`src/rtl/sfifo_sp_ctrl.sv`:
```
// sfifo_sp_ctrl: pointer/counter owner and port arbiter for a synchronous FIFO
// built on a single-port SRAM (sfifo_mem). The one SRAM port is shared between
// pushes and prefetch reads. A 2-entry output buffer hides the 1-cycle read
// latency and presents a first-word-fall-through valid/ready read side.
//
// Optional feature macro: SFIFO_SP_BYPASS_EN
//   When defined, a push into an otherwise empty pipeline (nothing in SRAM,
//   no read in flight, room in the buffer) skips the SRAM and lands directly
//   in the output buffer, so the data is visible one cycle after the push.
//
// There is no encoded FSM. The control state is:
//   register | meaning
//   wr_ptr   | next SRAM write address
//   rd_ptr   | next SRAM prefetch address
//   mem_cnt  | words held in SRAM (0..DEPTH)
//   inflight | SRAM read issued last cycle, data arrives this cycle
//   buf_cnt  | valid words in the output buffer (0..2)
//   prio_wr  | who wins the next write/read conflict (1 = write)
`timescale 1ns/1ps

module sfifo_sp_ctrl #(
  parameter int BW     = 48,
  parameter int LGFLEN = 8
) (
  input  logic              i_clk,
  input  logic              i_reset_n,
  input  logic              i_wr,
  input  logic [BW-1:0]     i_data,
  output logic              o_wr_ready,
  output logic              o_rd_valid,
  output logic [BW-1:0]     o_rd_data,
  input  logic              i_rd,
  output logic [LGFLEN+1:0] o_fill,
  output logic              o_mem_wr,
  output logic [LGFLEN-1:0] o_mem_wr_addr,
  output logic [BW-1:0]     o_mem_data,
  output logic              o_mem_rd,
  output logic [LGFLEN-1:0] o_mem_rd_addr,
  input  logic [BW-1:0]     i_mem_data
);

  logic [LGFLEN-1:0] wr_ptr;
  logic [LGFLEN-1:0] rd_ptr;
  logic [LGFLEN:0]   mem_cnt;
  logic              inflight;
  logic              prio_wr;
  logic [BW-1:0]     buf0;
  logic [BW-1:0]     buf1;
  logic [1:0]        buf_cnt;

  logic              pop;
  logic              mem_full;
  logic              mem_empty;
  logic [1:0]        occ_after;
  logic              rd_req;
  logic              wr_req;
  logic              byp;
  logic              gnt_wr;
  logic              gnt_rd;
  logic              append;
  logic [BW-1:0]     app_data;

  assign pop       = o_rd_valid && i_rd;
  // mem_cnt never exceeds DEPTH, so its MSB alone marks a full SRAM
  assign mem_full  = mem_cnt[LGFLEN];
  assign mem_empty = (mem_cnt == '0);
  // buffer occupancy including the word already on its way from the SRAM;
  // buf_cnt + inflight never exceeds 2, so this cannot wrap
  assign occ_after = buf_cnt + {1'b0, inflight} - {1'b0, pop};

  assign rd_req = !mem_empty && (occ_after < 2'd2);
  assign wr_req = i_wr && !mem_full;

  // ready only looks at i_wr-independent terms, keeping i_wr out of its cone
  assign o_wr_ready = !mem_full && !(rd_req && !prio_wr);

  // request arbitration and bypass decision
  always_comb begin
    byp    = 1'b0;
    gnt_wr = 1'b0;
    gnt_rd = 1'b0;
`ifdef SFIFO_SP_BYPASS_EN
    byp    = wr_req && mem_empty && !inflight && ((buf_cnt - {1'b0, pop}) < 2'd2);
`endif
    gnt_wr = wr_req && !byp && (!rd_req || prio_wr);
    gnt_rd = rd_req && (!wr_req || !prio_wr);
  end

  // a bypass push can only happen with nothing in flight, so the sources never clash
  assign append   = inflight || byp;
  assign app_data = inflight ? i_mem_data : i_data;

  assign o_mem_wr      = gnt_wr;
  assign o_mem_rd      = gnt_rd;
  assign o_mem_wr_addr = wr_ptr;
  assign o_mem_rd_addr = rd_ptr;
  assign o_mem_data    = i_data;

  assign o_rd_valid = (buf_cnt != 2'd0);
  assign o_rd_data  = buf0;

  assign o_fill = {1'b0, mem_cnt}
                + {{(LGFLEN+1){1'b0}}, inflight}
                + {{LGFLEN{1'b0}}, buf_cnt};

  // pointers, SRAM occupancy, read-in-flight flag and conflict priority
  always_ff @(posedge i_clk or negedge i_reset_n) begin
    if (!i_reset_n) begin
      wr_ptr   <= '0;
      rd_ptr   <= '0;
      mem_cnt  <= '0;
      inflight <= 1'b0;
      prio_wr  <= 1'b1;
    end else begin
      inflight <= gnt_rd;
      if (gnt_wr) wr_ptr <= wr_ptr + 1'b1;
      if (gnt_rd) rd_ptr <= rd_ptr + 1'b1;
      case ({gnt_wr, gnt_rd})
        2'b10:   mem_cnt <= mem_cnt + 1'b1;
        2'b01:   mem_cnt <= mem_cnt - 1'b1;
        default: mem_cnt <= mem_cnt;
      endcase
      if (rd_req && wr_req) prio_wr <= !prio_wr;
    end
  end

  // two-entry output buffer: pop shifts buf1 down, append fills the first free slot
  always_ff @(posedge i_clk or negedge i_reset_n) begin
    if (!i_reset_n) begin
      buf0    <= '0;
      buf1    <= '0;
      buf_cnt <= 2'd0;
    end else begin
      case ({pop, append})
        2'b10: begin
          buf0    <= buf1;
          buf_cnt <= buf_cnt - 2'd1;
        end
        2'b01: begin
          if (buf_cnt == 2'd0) buf0 <= app_data;
          else                 buf1 <= app_data;
          buf_cnt <= buf_cnt + 2'd1;
        end
        2'b11: begin
          if (buf_cnt == 2'd1) begin
            buf0 <= app_data;
          end else begin
            buf0 <= buf1;
            buf1 <= app_data;
          end
        end
        default: ;
      endcase
    end
  end

endmodule

```
`config.mk`:
```
export PLATFORM = sky130hd
export DESIGN_NAME = sfifo_sp_ctrl
export DESIGN_NICKNAME = d
export VERILOG_FILES = /design/src/rtl/sfifo_sp_ctrl.sv
export SDC_FILE = /design/constraint.sdc
export NUM_CORES = 1
export LEC_CHECK = 0
export ABC_AREA = 1
export BUFFER_PORTS_ARGS = -buffer_cell sky130_fd_sc_hd__buf_4
export CORE_MARGIN = 2
export CORE_UTILIZATION = 35
export DETAILED_ROUTE_END_ITERATION = 8
export GPL_TIMING_DRIVEN = 0
export HOLD_SLACK_MARGIN = 0.12
export PLACE_DENSITY_LB_ADDON = 0.1
export SLEW_MARGIN = 40
export SYNTH_ARGS = -nofsm -noshare
export SYNTH_HDL_FRONTEND = slang
export SYNTH_SLANG_ARGS = --single-unit
```
`constraint.sdc`:
```
create_clock -name i_clk -period 5.4 [get_ports i_clk]
set_input_delay 0.54 -clock i_clk [delete_from_list [all_inputs] [get_ports i_clk]]
set_output_delay 0.54 -clock i_clk [all_outputs]
set_load 0.03 [all_outputs]
```
==> flow_metrics.env <==
export IMPL_outcome="finished, final reports clean"
export IMPL_crit_type="flip-flop to flip-flop"
export IMPL_detail_route_iter0_violations=279
export IMPL_n_antenna_cell=0
export IMPL_period_share_pct=72.31
export IMPL_h_tree_depth=4
export IMPL_max_cap_violations=0
export IMPL_critPathLaunchType="flip-flop"
export IMPL_viasPerCell=4.501
export IMPL_die_h_um=147.4
export IMPL_synth_top_family_by_area="simple AND/OR/NAND/NOR gates"
export IMPL_finalWirelength_um=20680
export IMPL_overflow=0
export IMPL_cts_buffer_depth=2
export IMPL_path_cells="inv_1 -> ha_1 -> inv_2 -> nand2_1 -> ha_1 -> inv_1 -> nand2_1 -> nand2_1 -> nand3_1 -> nand2_2 -> nand3_4 -> nand2_4 -> ha_1 -> ha_1 -> inv_1 -> o21ai_0 -> nand2_1 -> nand2_1 -> nand2_1 -> nand3_1 -> nand2_1"
export IMPL_slew_headroom_pct=59.36
export IMPL_fmax_mhz=256.1
export IMPL_cpMostUsedCell="nand2_1"
export IMPL_grt_use_total_pct=19.49
export IMPL_arrival_ns=4.21
export IMPL_rsz0062_at_grt="no"
export IMPL_hold_path_class="primary input to flip-flop"
export IMPL_synth_fa_ha_area_share_pct=3.268
export IMPL_firstDrtPassIters=5
export IMPL_syn_nets=1079
export IMPL_first_global_vias=6356
export IMPL_whs_ns=0.4501
export IMPL_hpwl_um=15070
export IMPL_hold_path_startpoint="i_mem_data[12]"
export IMPL_numCtsBuffers=17
export IMPL_rows=52
export IMPL_ys_seq_area_share_pct=43.47
export IMPL_syn_cell_area_um2=7198
export IMPL_path_delay_family="adder cells"
export IMPL_crit_path_end_kind="flip-flop"
export IMPL_r2r_start="buf_cnt[0]$_DFFE_PN0N_"
export IMPL_ioPinCount=226
export IMPL_worst_path_buf_inv=4
export IMPL_root_buffer="clkbuf_16"
export IMPL_ant_nets=0
export IMPL_cpPeakStageDelay_ns=0.44
export IMPL_crit_start="buf_cnt[0]$_DFFE_PN0N_"
export IMPL_worst_skew_pair_late_latency_ns=0.43
export IMPL_cts_tree="built"
export IMPL_fin_crit_ns=3.905
export IMPL_synthMuxAreaShare_pct=0
export IMPL_synth_xor_area_share_pct=2.555
export IMPL_p_leak_uw=0.005231
export IMPL_wire_per_inst_um=13.87
export IMPL_antenna_found_initial=0
export IMPL_cts_sinks=125
export IMPL_slew_viol_final=0
export IMPL_seqCellArea_um2=3129
export IMPL_peakVddDrop_mv=0.4511
export IMPL_hold_viol=0
export IMPL_gp_congestion=0.8036
export IMPL_vias=6711
export IMPL_fin_nets=1325
export IMPL_path_max_fanout=10
export IMPL_syn_avg_cell_area_um2=7.482
export IMPL_layout_drive_gt1_share_pct=28.91
export IMPL_cts_resized=0
export IMPL_grt_pass1_wl_um=33550
export IMPL_power_density_nw_per_um2=742.9
export IMPL_finClkSkew_ns=0.01011
export IMPL_final_cell_mix="nand2_1, buf_4, dfrtp_1, inv_1, nand3_1"
export IMPL_yosys_area_share_simple_pct=28.42
export IMPL_num_fill_cells=2048
export IMPL_cp_slowest_cell="dfrtp_1"
export IMPL_crit_required_ns=5.71
export IMPL_drc=0
export IMPL_setup_tns_ns=0
export IMPL_multi_input_area_um2=3097
export IMPL_synth_compound_area_share_pct=8.778
export IMPL_die_w_um=147.4
export IMPL_clk_pin_slew_worst_paths_ns=0.06
export IMPL_netlist_instances=962
export IMPL_fp_dieArea_um2=21730
export IMPL_port_buffers=225
export IMPL_layout_commonest_cell="nand2_1"
export IMPL_cts_hold_buf=1
export IMPL_cts_setup_buffers=0
export IMPL_core_um2=20230
export IMPL_start_util_pct=35.57
export IMPL_yosys_warnings=0
export IMPL_area_growth_pct=38.35
export IMPL_ys_seq_elements=125
export IMPL_synth_distinct_cells=32
export IMPL_grt_max_degree=73
export IMPL_setup_viol_count_final=0
export IMPL_worst_slew_pin_slew_ns=0.6096
## registers in the layout (all words and copies together) (netlist names)
| signal | count |
|---|---|
| prio_wr | 1 |
| buf_cnt | 2 |
| append | 1 |
| o_mem_wr_addr | 8 |
| o_mem_rd_addr | 8 |
| mem_cnt | 9 |
| o_rd_data | 48 |
| buf1 | 48 |
## worst min-delay path: cells and delay by family
kind,cells,cell delay [ns]
simple gates,3,0.17
compound gates,1,0.06
buf+inv,1,0.08
## report_power, final
part           internal, µW  switching [µW]  total [µW]
Combinational          1540            2790        4340
Sequential             1420             297        1720
Clock                   894             449        1340
Total                  3860            3540        7400
## worst paths after layout
kind                                                  end  slack, ns  cells after the start
worst min-delay path                 buf1[12]$_DFFE_PN0P_       0.45                      5
worst max-delay path               mem_cnt[6]$_DFFE_PN0P_       1.50                     21
worst max register to register     mem_cnt[6]$_DFFE_PN0P_       1.50                     21
min in group asynchronous       o_rd_data[12]$_DFFE_PN0P_       0.63                      2
worst min register to register        prio_wr$_DFFE_PN1P_       0.50                      2
max in group asynchronous       o_rd_data[37]$_DFFE_PN0P_       4.03                      3
## kinds of logic (layout without fill, tap and decap cells)
group,after synthesis,count (layout)
compound gates,111,111
simple gates,502,502
xor+xnor,21,21
fa+ha+maj,17,17
buf+inv,186,445
flops,125,125
## final cells by class
class / count / area share, %
clock buffers: 19 / 4.548
clock inverters: 13 / 2.362
well taps: 270 / 3.392
inverters: 87 / 3.279
flip-flops and latches: 125 / 31.42
plain buffers: 99 / 6.483
multi-input cells: 651 / 31.10
repair buffers: 227 / 17.41
## through the flow
stage          util [%]  total power [µW]  cell area (µm²)  cells  setup WS [ns]
3_3_place_gp      45.59              6070             9225   1457          1.527
6_report          49.21              7398             9958   1491          1.495
2_1_floorplan         -              4735             7198    962          1.945
3_5_place_dp      45.76              6124             9260   1458          1.460
4_1_cts           49.21              7485             9958   1491          1.428
5_1_grt           49.21              8075             9958   1491         0.9210
## Yosys cell counts
library cell  count  area (µm²)
nand2_1         339        1272
dfrtp_1         124        3103
inv_1            83       311.6
nand3_1          83       415.4
nor2_1           68       255.2
buf_4            55       412.9
a31oi_1          48       300.3
o21ai_1          40       200.2
buf_2            24       120.1
clkbuf_1         14       52.55
ha_1             14       175.2
o21ai_0          13       65.06
xor2_1           12       105.1
xnor2_1           9       78.83
buf_6             5       56.30
a21oi_1           4       20.02
nor3_1            4       20.02
fa_1              3       60.06
inv_2             3       11.26
o21ai_2           3       26.28
nand4_1           2       12.51
o22ai_1           2       12.51
and3_1            1       6.260
buf_1             1       3.750
clkinv_1          1       3.750
dfstp_2           1       26.28
nand2_2           1       6.260
nand2_4           1       11.26
nand3_4           1       17.52
nand3b_1          1       7.510
nand4_4           1       21.27
o21bai_1          1       7.510
## layer usage
layer / track usage, % / routed length, µm / share of wire [%]
met5: 0 / 0 / 0
met4: 4.712 / 104 / 0.50
met3: 4.660 / 1204 / 5.8
met2: 32.22 / 10090 / 49
met1: 25.97 / 9279 / 45
No activity file was read; power rests on OpenSTA's default activity.
